--- src/rtl/rca3_segment_sequencer_if.sv ---
// Valid/ready bundle carrying operand requests in and assembled sums out
// of the segment sequencer.
interface rca3_segment_sequencer_if #(
    parameter int W = 32
);
    logic         in_valid;
    logic         in_ready;
    logic [W-1:0] in_a;
    logic [W-1:0] in_b;
    logic         in_cin;
    logic         out_valid;
    logic         out_ready;
    logic [W-1:0] out_sum;
    logic         out_cout;

    modport master (
        output in_valid, in_a, in_b, in_cin, out_ready,
        input  in_ready, out_valid, out_sum, out_cout
    );

    modport slave (
        input  in_valid, in_a, in_b, in_cin, out_ready,
        output in_ready, out_valid, out_sum, out_cout
    );
endinterface

--- src/rtl/rca3_segment_sequencer.sv ---
// Adds two W-bit operands by time-sharing one N-bit approximate ripple-carry
// slice, least-significant segment first, chaining carry through a register.
module rca3_segment_sequencer #(
    parameter int N    = 8,
    parameter int SEGS = 4
) (
    input  logic                      clk,
    input  logic                      rst_n,
    rca3_segment_sequencer_if.slave   bus,
    output logic                      busy
);
    localparam int W  = N * SEGS;
    localparam int SW = (SEGS > 1) ? $clog2(SEGS) : 1;
    localparam logic [SW-1:0] LAST_SEG = SW'(SEGS - 1);

    typedef enum logic [1:0] {IDLE, RUN, DONE} state_t;

    state_t        state;
    state_t        state_next;
    logic [SW-1:0] seg_idx;
    logic [W-1:0]  a_reg;
    logic [W-1:0]  b_reg;
    logic [W-1:0]  sum_reg;
    logic          carry_reg;
    logic          cout_reg;
    logic [N-1:0]  slice_a;
    logic [N-1:0]  slice_b;
    logic [N-1:0]  slice_sum;
    logic [N:0]    slice_carry;
    logic          last_seg;

    // approximate_adder3 cell: exact majority carry, sum taken as the inverted
    // carry (wrong only for the all-zero input pattern).
    function automatic logic [1:0] approx_cell(input logic a, input logic b, input logic c);
        logic cout;
        cout = (a & b) | (a & c) | (b & c);
        return {cout, ~cout | (a & b & c)};
    endfunction

    assign last_seg = (seg_idx == LAST_SEG);

    always_comb begin
        slice_a        = a_reg[int'(seg_idx) * N +: N];
        slice_b        = b_reg[int'(seg_idx) * N +: N];
        slice_sum      = '0;
        slice_carry    = '0;
        slice_carry[0] = carry_reg;
        for (int i = 0; i < N; i++) begin
            {slice_carry[i+1], slice_sum[i]} = approx_cell(slice_a[i], slice_b[i], slice_carry[i]);
        end
    end

    always_ff @(posedge clk or negedge rst_n) begin
        if (!rst_n) begin
            state <= IDLE;
        end else begin
            state <= state_next;
        end
    end

    always_comb begin
        state_next = state;
        case (state)
            IDLE:    if (bus.in_valid)  state_next = RUN;
            RUN:     if (last_seg)      state_next = DONE;
            DONE:    if (bus.out_ready) state_next = IDLE;
            default: state_next = IDLE;
        endcase
    end

    // Operands are captured only in IDLE, so anything presented while busy is ignored.
    always_ff @(posedge clk or negedge rst_n) begin
        if (!rst_n) begin
            seg_idx   <= '0;
            a_reg     <= '0;
            b_reg     <= '0;
            sum_reg   <= '0;
            carry_reg <= 1'b0;
            cout_reg  <= 1'b0;
        end else begin
            case (state)
                IDLE: begin
                    if (bus.in_valid) begin
                        a_reg     <= bus.in_a;
                        b_reg     <= bus.in_b;
                        carry_reg <= bus.in_cin;
                        seg_idx   <= '0;
                    end
                end
                RUN: begin
                    sum_reg[int'(seg_idx) * N +: N] <= slice_sum;
                    carry_reg                       <= slice_carry[N];
                    if (last_seg) begin
                        cout_reg <= slice_carry[N];
                        seg_idx  <= '0;
                    end else begin
                        seg_idx  <= seg_idx + SW'(1);
                    end
                end
                default: ;
            endcase
        end
    end

    assign bus.in_ready  = (state == IDLE);
    assign bus.out_valid = (state == DONE);
    assign bus.out_sum   = sum_reg;
    assign bus.out_cout  = cout_reg;
    assign busy          = (state != IDLE);
endmodule

--- src/flat_wrapper.sv ---
// flat-port wrapper written by rule: the top's interface ports become plain ports
module rca3_segment_sequencer_flat 
#(
    parameter int N    = 8,
    parameter int SEGS = 4
)
  (clk, rst_n, busy, bus_in_valid, bus_in_a, bus_in_b, bus_in_cin, bus_out_ready, bus_in_ready, bus_out_valid, bus_out_sum, bus_out_cout);
  rca3_segment_sequencer_if #(.W((N * SEGS))) bus_i ();
  input  logic clk;
  input  logic rst_n;
  output logic busy;
  input wire logic [$bits(bus_i.in_valid)-1:0] bus_in_valid;
  input wire logic [$bits(bus_i.in_a)-1:0] bus_in_a;
  input wire logic [$bits(bus_i.in_b)-1:0] bus_in_b;
  input wire logic [$bits(bus_i.in_cin)-1:0] bus_in_cin;
  input wire logic [$bits(bus_i.out_ready)-1:0] bus_out_ready;
  output wire logic [$bits(bus_i.in_ready)-1:0] bus_in_ready;
  output wire logic [$bits(bus_i.out_valid)-1:0] bus_out_valid;
  output wire logic [$bits(bus_i.out_sum)-1:0] bus_out_sum;
  output wire logic [$bits(bus_i.out_cout)-1:0] bus_out_cout;
  assign bus_i.in_valid = bus_in_valid;
  assign bus_i.in_a = bus_in_a;
  assign bus_i.in_b = bus_in_b;
  assign bus_i.in_cin = bus_in_cin;
  assign bus_i.out_ready = bus_out_ready;
  assign bus_in_ready = bus_i.in_ready;
  assign bus_out_valid = bus_i.out_valid;
  assign bus_out_sum = bus_i.out_sum;
  assign bus_out_cout = bus_i.out_cout;
  rca3_segment_sequencer #(.N(N), .SEGS(SEGS)) u_core (.clk(clk), .rst_n(rst_n), .bus(bus_i), .busy(busy));
endmodule
--- config.mk ---
export PLATFORM = sky130hd
export DESIGN_NAME = rca3_segment_sequencer_flat
export DESIGN_NICKNAME = d
export VERILOG_FILES = /design/src/rtl/rca3_segment_sequencer_if.sv /design/src/rtl/rca3_segment_sequencer.sv /design/src/flat_wrapper.sv
export SDC_FILE = /design/constraint.sdc
export NUM_CORES = 1
export LEC_CHECK = 0
export ABC_AREA = 1
export ABC_CLOCK_PERIOD_IN_PS = 6600
export CORE_ASPECT_RATIO = 0.9
export CORE_UTILIZATION = 40
export DETAILED_ROUTE_END_ITERATION = 12
export PLACE_DENSITY_LB_ADDON = 0.2
export SLEW_MARGIN = 5
export SYNTH_ARGS = -nofsm -noshare
export SYNTH_HDL_FRONTEND = slang
export SYNTH_SLANG_ARGS = --single-unit
--- constraint.sdc ---
create_clock -name clk -period 6.6 [get_ports clk]
set_clock_uncertainty 0.1 [all_clocks]
set_input_delay 1.65 -clock clk [delete_from_list [all_inputs] [get_ports clk]]
set_output_delay 1.65 -clock clk [all_outputs]
set_load 0.005 [all_outputs]
# == Yosys cells after proc, flatten, opt, wreduce, memory -nomap -nowiden ==
# Cells that the tools add are included.
# op_classes
mux,10
eq_ne,6
bitwise_logic,64
add_sub_neg,2
reduce_logical,7
shift,4
# op_table
cell,count
32-bit by 6-bit variable part select with 8-bit output,2
5-bit negator with 33-bit output,1
8-bit by 33-bit variable shift with 32-bit output (first input constant),1
8-bit by 33-bit variable part select with 32-bit output,1
1-bit AND,32
32-bit bitwise mux,1
1-bit OR,24
2-bit 2-to-1 mux,5
1-bit NOT,8
2-bit one-hot mux with 3 select lines,1
2-bit AND reduction,3
2-bit == test (second input constant),2
2-bit inequality test (second input constant),2
2-bit one-hot mux with 2 select lines,1
2-bit nonzero test,2
3-bit AND reduction,1
2-bit by 1-bit adder with 2-bit output (second input constant),1
2-bit by 1-bit == test with 1-bit output (second input constant),1
2-bit zero test,1
2-bit by 1-bit inequality test with 1-bit output (second input constant),1
1-bit one-hot mux with 2 select lines,1
1-bit 2-to-1 mux,1
# totals
input_bits,69
reg_bits,102
output_inout_bits,36

# == Longest topological paths before layout ==
# Gate-level depths: netlist of run 1.
# depth
depth_word,29
mapped_depth,22
ltp_nobuf,22

# == Least setup slack after synthesis of run 1 ==
# Ideal clock, no wire load.
# synth_path
path_type,input to register
startpoint,input port bus_in_valid
endpoint,register u_core.b_reg[12]
required_time_ns,6.434
cell_stages,5
t_arrival_ns,2.461
path_slack_ns,3.973
setup_ns,0.066
cell_sequence,nand2_1 > clkbuf_1 > buf_1 > nand2_1 > nand2_1
# synth_between
elab_chain_len,1
# synth_rtl
element,line,rtl
from (decl),flat_wrapper.sv:12,input wire logic [$bits(bus_i.in_valid)-1:0] bus_in_valid;
2-bit AND reduction (no line),--,
to (signal assigned),rca3_segment_sequencer.sv:85,b_reg <= bus.in_b;
to (decl),rca3_segment_sequencer.sv:22,logic [W-1:0] b_reg;
# No other way between the ends.
# A chain may end at the register's enable or synchronous reset.

# == Worst setup path in the final report of run 1 ==
# layout_path
startpoint,input port bus_in_valid
endpoint,register u_core.carry_reg
# layout_between
elab_chain_len,2
# layout_rtl
element,line,rtl
2-bit inequality test (no line),--,
2-bit AND reduction (no line),--,
to (signal assigned),rca3_segment_sequencer.sv:86,carry_reg <= bus.in_cin;
to (signal assigned),rca3_segment_sequencer.sv:92,carry_reg <= slice_carry[N];
to (decl),rca3_segment_sequencer.sv:24,logic carry_reg;
# No other way between the ends.

==> results of run 1 <==
layout make-up:
cell class / count / share of cell area (%)
well taps: 156 / 3.15
multi-input cells: 436 / 32.2
clock inverters: 6 / 1.13
clock buffers: 10 / 3.86
flip-flops and latches: 102 / 41.2
repair buffers: 106 / 17.0
inverters: 24 / 1.45
metrics by stage:
stage               cells  setup slack (ps)  hold slack (ps)
global route          840              2120              392
global placement      824              2120              358
detailed placement    824              2020              360
floorplan             590              3970              344
CTS                   840              2390              378
finish                840              2440              380
Yosys cell counts:
| library cell | number | area, µm² |
|---|---|---|
| buf_6 | 4 | 45.0 |
| or2_1 | 2 | 12.5 |
| clkbuf_1 | 14 | 52.6 |
| nor2_1 | 28 | 105 |
| inv_2 | 4 | 15.0 |
| nor3_1 | 1 | 5.00 |
| nor4_1 | 1 | 6.26 |
| o22ai_1 | 10 | 62.6 |
| ha_1 | 5 | 62.6 |
| o21ai_1 | 10 | 50.1 |
| inv_1 | 19 | 71.3 |
| a32oi_1 | 2 | 17.5 |
| o21bai_1 | 3 | 22.5 |
| nand2_1 | 271 | 1020 |
| o211ai_2 | 1 | 12.5 |
| a21oi_1 | 2 | 10.0 |
| buf_2 | 6 | 30.0 |
| o21ai_2 | 1 | 8.76 |
| nand3_2 | 7 | 70.1 |
| dfrtp_1 | 102 | 2550 |
| a32o_1 | 5 | 50.1 |
| buf_4 | 2 | 15.0 |
| o31ai_1 | 1 | 7.51 |
| o21ai_0 | 44 | 220 |
| or2_2 | 4 | 25.0 |
| nand4_1 | 3 | 18.8 |
| nand2_4 | 2 | 22.5 |
| nand2_2 | 13 | 81.3 |
| buf_1 | 2 | 7.51 |
| nand4_2 | 1 | 12.5 |
| clkinv_1 | 1 | 3.75 |
| nand3_1 | 19 | 95.1 |
power by group through the flow:
stage	clock network, mW	logic, mW	registers [mW]
2_1_floorplan	0	1.09	1.04
3_3_place_gp	0	1.51	1.07
3_5_place_dp	0	1.54	1.08
4_1_cts	0.560	1.55	1.07
5_1_grt	0.585	1.74	1.10
6_report	0.548	1.54	1.07
critical path, delay by kind of cell:
kind                   cells  cell delay, ps
AOI/OAI and AO/OA          1              90
buffers and inverters      2            1620
and+or+nand+nor            3             890
kinds of logic after synthesis:
group | count (synthesis) | synth area share, %
AO/OA/AOI/OAI | 79 | 9.64
AND/OR/NAND/NOR | 352 | 30.7
adder cells (fa/ha/maj) | 5 | 1.31
buffers and inverters | 52 | 5.02
flip-flops | 102 | 53.3
worst min-delay path by stage:
stage,end,slack [ps],cells past startpoint
final,u_core.a_reg[20],380,2
after global routing,u_core.a_reg[21],390,2
after CTS,u_core.a_reg[22],380,2
after detailed placement,u_core.a_reg[22],360,2
after global placement,u_core.a_reg[19],360,2
after floorplan,u_core.a_reg[19],340,2
layer usage:
metal	up-vias	GRT usage, %
li1	2056	-
met1	1957	26.8
met2	111	31.1
met3	16	3.14
met4	0	6.86
met5	-	0
==> impl_metrics.tcl, run 1 <==
set metrics [dict create \
    wire_per_inst_um 13.7 \
    crit_path_end "u_core.carry_reg" \
    crit_start "bus_in_valid" \
    antenna_left 0 \
    crit_chain "clkdlybuf4s50_1 -> nand2_2 -> inv_2 -> nor2_1 -> nand2_1 -> o211ai_2" \
    die_area_um2 12400 \
    cts_made_buffers 9 \
    synth_cells 590 \
    multi_input_area_um2 2000 \
    die_x_um 117 \
    setup_violations 0 \
    vias 4140 \
    track_usage_pct 19.4 \
    worst_ep_arrival_time_ps 4280 \
    final-hold-violation-count 0 \
    nets 753 \
    grt_first_pass_wirelength_um 19000 \
    p_per_area_nw_per_um2 509 \
    wl_met3_um 526 \
    layout-drive-gt1-share_pct 7.75 \
    post_synth_num_cell_types 32 \
    power.share.sequential_pct 34.0 \
    cts_htree_levels 3 \
    grt_max_degree 74 \
    drc 0 \
    ys_ff_latch 102 \
    p_sw_mw 1.35 \
    finalCritPeriodShare_pct 63.1 \
    fmax_mhz 240 \
    seq_area_um2 2550 \
    clk_pin_slew_ps 70 \
    fin_util_pct 53.8 \
    sw_frac_of_total_pct 42.7 \
    period_needed_ps 4160 \
    syn_nets 664 \
    rows 37 \
    drt_iter0_markers 324 \
    rrSetupSlack_ps 3170 \
    criticalPathCategory "input pin to register" \
    maxCapViolCount 0 \
    crit_path_max_fanout 73 \
    grt_pass1_vias 3874 \
    tightest_slew_ps 1160 \
    p_clk_share_pct 17.4 \
    final_max_slew_viol_count 0 \
    leakagePower_nw 2.99 \
    finalWeightedCongestion 0.789 \
    start_util_pct 41.5 \
    ios 105 \
    clock_sinks 102 \
    mostFrequentLayoutCell "nand2_1" \
    cts-resized-gates 0 \
    met1Wirelength_um 5390 \
    pwr-share-comb_pct 48.7 \
    syn_to_final_growth_pct 29.4 \
    stdcell_area_um2 6200 \
    layout.cells.most_common_list "nand2_1 (270), clkdlybuf4s50_1 (103), dfrtp_1 (102)" \
    cts-root-buf "clkbuf_16" \
    highest_layer "met4" \
    first_pass_iters 4 \
    postPlaceCellArea_um2 5890 \
    antenna_found_initial 0 \
    postCtsSetupBuffers 0 \
    avgSynthCellArea_um2 8.12 \
    reg2reg_from "u_core.seg_idx[1]" \
    yosysSeqAreaShare_pct 53.3 \
    hold_start "u_core.a_reg[20]" \
    slew_headroom_pct 22.7 \
    syn-cell-area_um2 4790 \
    routed-wl-met2_um 5380 \
    insertion_delay_ps 350 \
    fill_cells 1077 \
    reg2regPathDepth 6 \
    p_total_mw 3.16 \
    hpwl_um 7750 \
    hold_path_class "register to register" \
    yosysWarnings 0 \
    worst_r2r_endpoint "u_core.bus.out_sum[6]" \
    core_um2 11500 \
    crit_path_max_incr_delay_ps 1150 \
    rsz0062_at_grt "no" \
    status "finished, final reports clean" \
    portBuffers 104 \
    end_kind "register" \
    wl_um 11500 \
    diodes 0 \
    cts_hold_buf 0 \
    dieHeight_um 106 \
    tritoncts "built" \
    cp_slowest_cell "inv_2" \
    vias_per_cell 4.93 \
    crit_path_start_kind "input pin" \
    intPower_mw 1.81 \
    setup_tns_ps 0 \
    ir_drop_mv 0.182 \
    grt_overflow_total 0 \
    clk_path_buf_depth 2 \
    required_ps 6720 \
]
Note: power is estimated with default switching activity, not from simulation.
==> run 2, diff against run 1 <==
ABC_CLOCK_PERIOD_IN_PS = 4400   (was 6600)
clock period = 4.4 ns   (was 6.6 ns; I/O delays follow)
==> run 2 against run 1 <==
Global-route usage is 0.16 points higher. Worst hold slack worse by 3.8 ps. Sequential power is 49% higher. Combinational power is 53% higher. Critical endpoint is now u_core.bus.out_sum[7]. Largest power group unchanged.
==> impl_metrics.tcl, run 2 (synthesized netlist as in run 1, its figures left out) <==
set metrics [dict create \
    status "finished, final reports clean" \
    fill_cells 1098 \
    final-hold-violation-count 0 \
    ir_drop_mv 0.306 \
    start_util_pct 41.5 \
    layout-drive-gt1-share_pct 8.28 \
    finalCritPeriodShare_pct 69.1 \
    vias 4137 \
    cts_hold_buf 0 \
    required_ps 4580 \
    wire_per_inst_um 13.7 \
    portBuffers 104 \
    grt_pass1_vias 4002 \
    die_x_um 117 \
    dp.cells 828 \
    period_needed_ps 3040 \
    crit_path_start_kind "register" \
    criticalPathCategory "register to register" \
    tightest_slew_ps 1100 \
    setup_violations 0 \
    fin_util_pct 53.8 \
    slew_headroom_pct 25.9 \
    grt_first_pass_wirelength_um 19200 \
    clock_sinks 102 \
    cts-root-buf "clkbuf_16" \
    rows 37 \
    grt_max_degree 63 \
    cts-resized-gates 0 \
    nets 757 \
    worst_slack_ps 1360 \
    ios 105 \
    drt_iter0_markers 231 \
    core_um2 11500 \
    cp_num_cells 6 \
    path_buf_inv 2 \
    cts_htree_levels 3 \
    end_kind "register" \
    worst_ep_arrival_time_ps 3220 \
    grt_overflow_total 0 \
    diodes 0 \
    seq_area_um2 2550 \
    postCtsSetupBuffers 0 \
    antenna_found_initial 0 \
    dieHeight_um 106 \
    die_area_um2 12400 \
    multi_input_area_um2 2000 \
    insertion_delay_ps 340 \
    leakagePower_nw 3.00 \
    p_total_mw 4.70 \
    mostFrequentLayoutCell "nand2_1" \
    path_common_cell "nand2_1" \
    antenna_left 0 \
    reg2regPathDepth 6 \
    first_pass_iters 5 \
    drc 0 \
    critPathTopFamily "simple AND/OR/NAND/NOR gates" \
    finalNonFillerCells 844 \
    syn_to_final_growth_pct 29.5 \
    fmax_mhz 329 \
    cts_made_buffers 9 \
    setup_tns_ps 0 \
    clk_pin_slew_ps 70 \
    maxCapViolCount 0 \
    crit_chain "inv_2 -> ha_1 -> clkinv_1 -> nor4_1 -> nand2_1 -> nand2_1" \
    finalWeightedCongestion 0.801 \
    wl_um 11500 \
    crit_path_max_fanout 32 \
    layout.cells.most_common_list "nand2_1 (270), clkdlybuf4s50_1 (103), dfrtp_1 (102)" \
    p_per_area_nw_per_um2 758 \
    rsz0062_at_grt "no" \
    track_usage_pct 19.6 \
    clk_path_buf_depth 2 \
    final_max_slew_viol_count 0 \
    hpwl_um 8060 \
    cp_slowest_cell "nor4_1" \
    whs_path_depth 2 \
    crit_path_max_incr_delay_ps 1100 \
    vias_per_cell 4.90 \
    tritoncts "built" \
    hold_path_class "register to register" \
    dp_slack_ps 1390 \
]
[run 2: changes by cell type in the layout (fill, tap and decap cells not counted)]
cell       change
clkinv_4       +1
clkbuf_8       -1
buf_4          +4
bufinv_16      -1
inv_6          +1
[run 2: metrics by stage]
stage	hold slack [ps]	area, µm²
5_1_grt	397	6200
4_1_cts	379	6200
3_3_place_gp	361	5920
3_5_place_dp	363	5920
2_1_floorplan	344	4790
6_report	376	6200
[run 2: final cells by class]
class,count,area share (%)
Sequential cell,102,41.2
Tap cell,156,3.15
Clock buffer,9,3.63
Clock inverter,7,0.928
Timing Repair Buffer,110,17.5
Multi-Input combinational cell,436,32.2
Inverter,24,1.45
[run 2: worst paths after layout]
path,slack (ps),end,start
max in group asynchronous,2660,u_core.b_reg[12],rst_n
min reg2reg,380,u_core.b_reg[13],u_core.b_reg[13]
min in group asynchronous,660,u_core.a_reg[1],rst_n
max reg2reg,1360,u_core.bus.out_sum[7],u_core.seg_idx[0]
max,1360,u_core.bus.out_sum[7],u_core.seg_idx[0]
min,380,u_core.b_reg[13],u_core.b_reg[13]
[run 2: power by group]
part	leakage, nW	internal, mW	switching (mW)
Sequential	1.30	1.36	0.231
Clock	0.134	0.390	0.358
Combinational	1.57	0.906	1.46
Total	3.00	2.65	2.05
[run 2: metal layers]
metal / share of wire, % / track usage, %
met1: 47 / 26.2
met2: 47 / 32.0
met3: 4.8 / 3.41
met4: 1.0 / 7.05
met5: 0 / 0
[run 2: worst min-delay path: stages, from the launching register on]
cell	delay, ps
dfrtp_1	340
nand2_1	50
nand2_1	50
==> run 3, diff against run 2 <==
ABC_CLOCK_PERIOD_IN_PS = 2600   (was 4400)
clock period = 2.6 ns   (was 4.4 ns; I/O delays follow)
==> run 3 against run 2 <==
Flip-flop and latch count is the same. Worst hold slack lost 130 ps. Core utilization grew 0.97 points. Routed wire length grew 4.0%. Global-route usage grew 1.0 points. Cell count grew 0.83%. Design area grew 1.8%. Critical path depth grew 16. Highest routed layer unchanged.
==> impl_metrics.tcl, run 3 (synthesized netlist as in run 1, its figures left out) <==
set metrics [dict create \
    drc 0 \
    portBuffers 104 \
    path_common_cell "nand2_2" \
    vias 4191 \
    fmax_mhz 428 \
    final-hold-violation-count 0 \
    track_usage_pct 20.6 \
    nets 764 \
    routed-wl-met2_um 5580 \
    diodes 0 \
    vias_per_cell 4.92 \
    wire_per_inst_um 14.1 \
    antenna_left 0 \
    die_area_um2 12400 \
    highest_layer "met4" \
    rsz0062_at_grt "no" \
    finalNonFillerCells 851 \
    cts_made_buffers 9 \
    clk_path_buf_depth 2 \
    maxCapViolCount 0 \
    wl_met3_um 531 \
    clk_pin_slew_ps 70 \
    first_pass_iters 4 \
    layout-drive-gt1-share_pct 9.35 \
    syn_to_final_growth_pct 31.9 \
    grt_max_degree 59 \
    wl_um 12000 \
    crit_path_start_kind "register" \
    mostFrequentLayoutCell "nand2_1" \
    required_ps 2740 \
    worst_slack_ps 263 \
    final_max_slew_viol_count 0 \
    cts_hold_buf 0 \
    dp_slack_ps 171 \
    worst_ep_arrival_time_ps 2470 \
    p_per_area_nw_per_um2 1300 \
    status "finished, final reports clean" \
    tritoncts "built" \
    antenna_found_initial 0 \
    end_kind "register" \
    reg2regPathDepth 22 \
    finalWeightedCongestion 0.805 \
    slew_headroom_pct 53.7 \
    grt_first_pass_wirelength_um 20200 \
    ios 105 \
    hold_slack_ps 250 \
    finalCritPeriodShare_pct 89.9 \
    crit_path_max_incr_delay_ps 450 \
    tightest_slew_ps 695 \
    worst_r2r_endpoint "u_core.bus.out_sum[31]" \
    met1Wirelength_um 5720 \
    die_x_um 117 \
    dieHeight_um 106 \
    leakagePower_nw 3.06 \
    rows 37 \
    crit_chain "inv_4 -> nand2_1 -> nand2_1 -> nand2_1 -> nand2_1 -> nand2_2 -> nand4_2 -> nand2_2 -> nand2_2 -> nand2_2 -> nand2_2 -> nand2_2 -> nand2_2 -> nand2_2 -> nand2_2 -> nand2_4 -> nand2_4 -> nand2_2 -> nand2_2 -> nand3_2 -> nand4_1 -> nand2_1" \
    crit_path_max_fanout 21 \
    setup_tns_ps 0 \
    hpwl_um 8630 \
    cts_htree_levels 3 \
    dp.cells 835 \
    grt_overflow_total 0 \
    start_util_pct 41.5 \
    period_needed_ps 2340 \
    core_um2 11500 \
    grt_pass1_vias 4213 \
    layout.cells.most_common_list "nand2_1 (270), clkdlybuf4s50_1 (103), dfrtp_1 (101)" \
    reg2reg_from "u_core.seg_idx[0]" \
    cts-root-buf "clkbuf_16" \
    p_total_mw 8.21 \
    clock_sinks 102 \
    cp_slowest_cell "dfrtp_2" \
    ir_drop_mv 0.519 \
    insertion_delay_ps 350 \
    fill_cells 1077 \
    setup_violations 0 \
    hold_path_class "input pin to asynchronous set/reset pin" \
    drt_iter0_markers 271 \
    criticalPathCategory "register to register" \
    rrSetupSlack_ps 260 \
]
-- run 3: changes by cell type in the layout (fill, tap and decap cells not counted), sizes merged --
cell | previous run | this run
clkinvlp | 2 | 0
bufinv | 0 | 1
clkbuf | 9 | 10
buf | 7 | 14
inv | 25 | 26
clkinv | 4 | 3
-- run 3: layout make-up --
cell class	count	area, µm²	area share (%)
Inverter	24	95.1	1.51
Sequential cell	102	2550	40.4
Clock buffer	10	239	3.79
Clock inverter	6	76.3	1.21
Tap cell	156	195	3.09
Timing Repair Buffer	117	1160	18.3
Multi-Input combinational cell	436	2000	31.6
-- run 3: worst max-delay path by stage --
| stage | cells after the start | from | endpoint | slack, ps |
|---|---|---|---|---|
| 2_1_floorplan | 8 | u_core.seg_idx[0] | u_core.bus.out_sum[0] | 260 |
| 3_3_place_gp | 22 | u_core.seg_idx[0] | u_core.bus.out_sum[31] | 290 |
| 3_5_place_dp | 22 | u_core.seg_idx[0] | u_core.bus.out_sum[31] | 170 |
| 4_1_cts | 22 | u_core.seg_idx[0] | u_core.bus.out_sum[31] | 150 |
| 5_1_grt | 21 | u_core.seg_idx[0] | u_core.bus.out_sum[30] | 20 |
| 6_report | 22 | u_core.seg_idx[0] | u_core.bus.out_sum[31] | 260 |
-- run 3: routing by layer --
layer  track usage, %  vias up
met5                0        -
met4             7.05        0
met3             4.22       14
met2             33.4       96
met1             27.5     2001
li1                 -     2080
-- run 3: through the flow --
| stage | utilization, % | area (µm²) |
|---|---|---|
| 5_1_grt | 54.8 | 6310 |
| 3_3_place_gp | 51.9 | 5980 |
| 6_report | 54.8 | 6310 |
| 2_1_floorplan | - | 4790 |
| 4_1_cts | 54.7 | 6300 |
| 3_5_place_dp | 51.9 | 5980 |
-- run 3: worst max-delay path: cells and delay by family (launching register included) --
kind	cells	cell delay [ps]
simple gates	21	1500
flops	1	450
buf+inv	1	190
-- run 3: power by group --
group | switching, mW | internal [mW]
combinational | 2.47 | 1.60
sequential | 0.423 | 2.30
clock | 0.620 | 0.790
-- run 3: timing repair --
item                       in CTS  in global routing
setup endpoints to repair       0                 11
gates resized for setup         0                  7
buffers inserted                0                  0
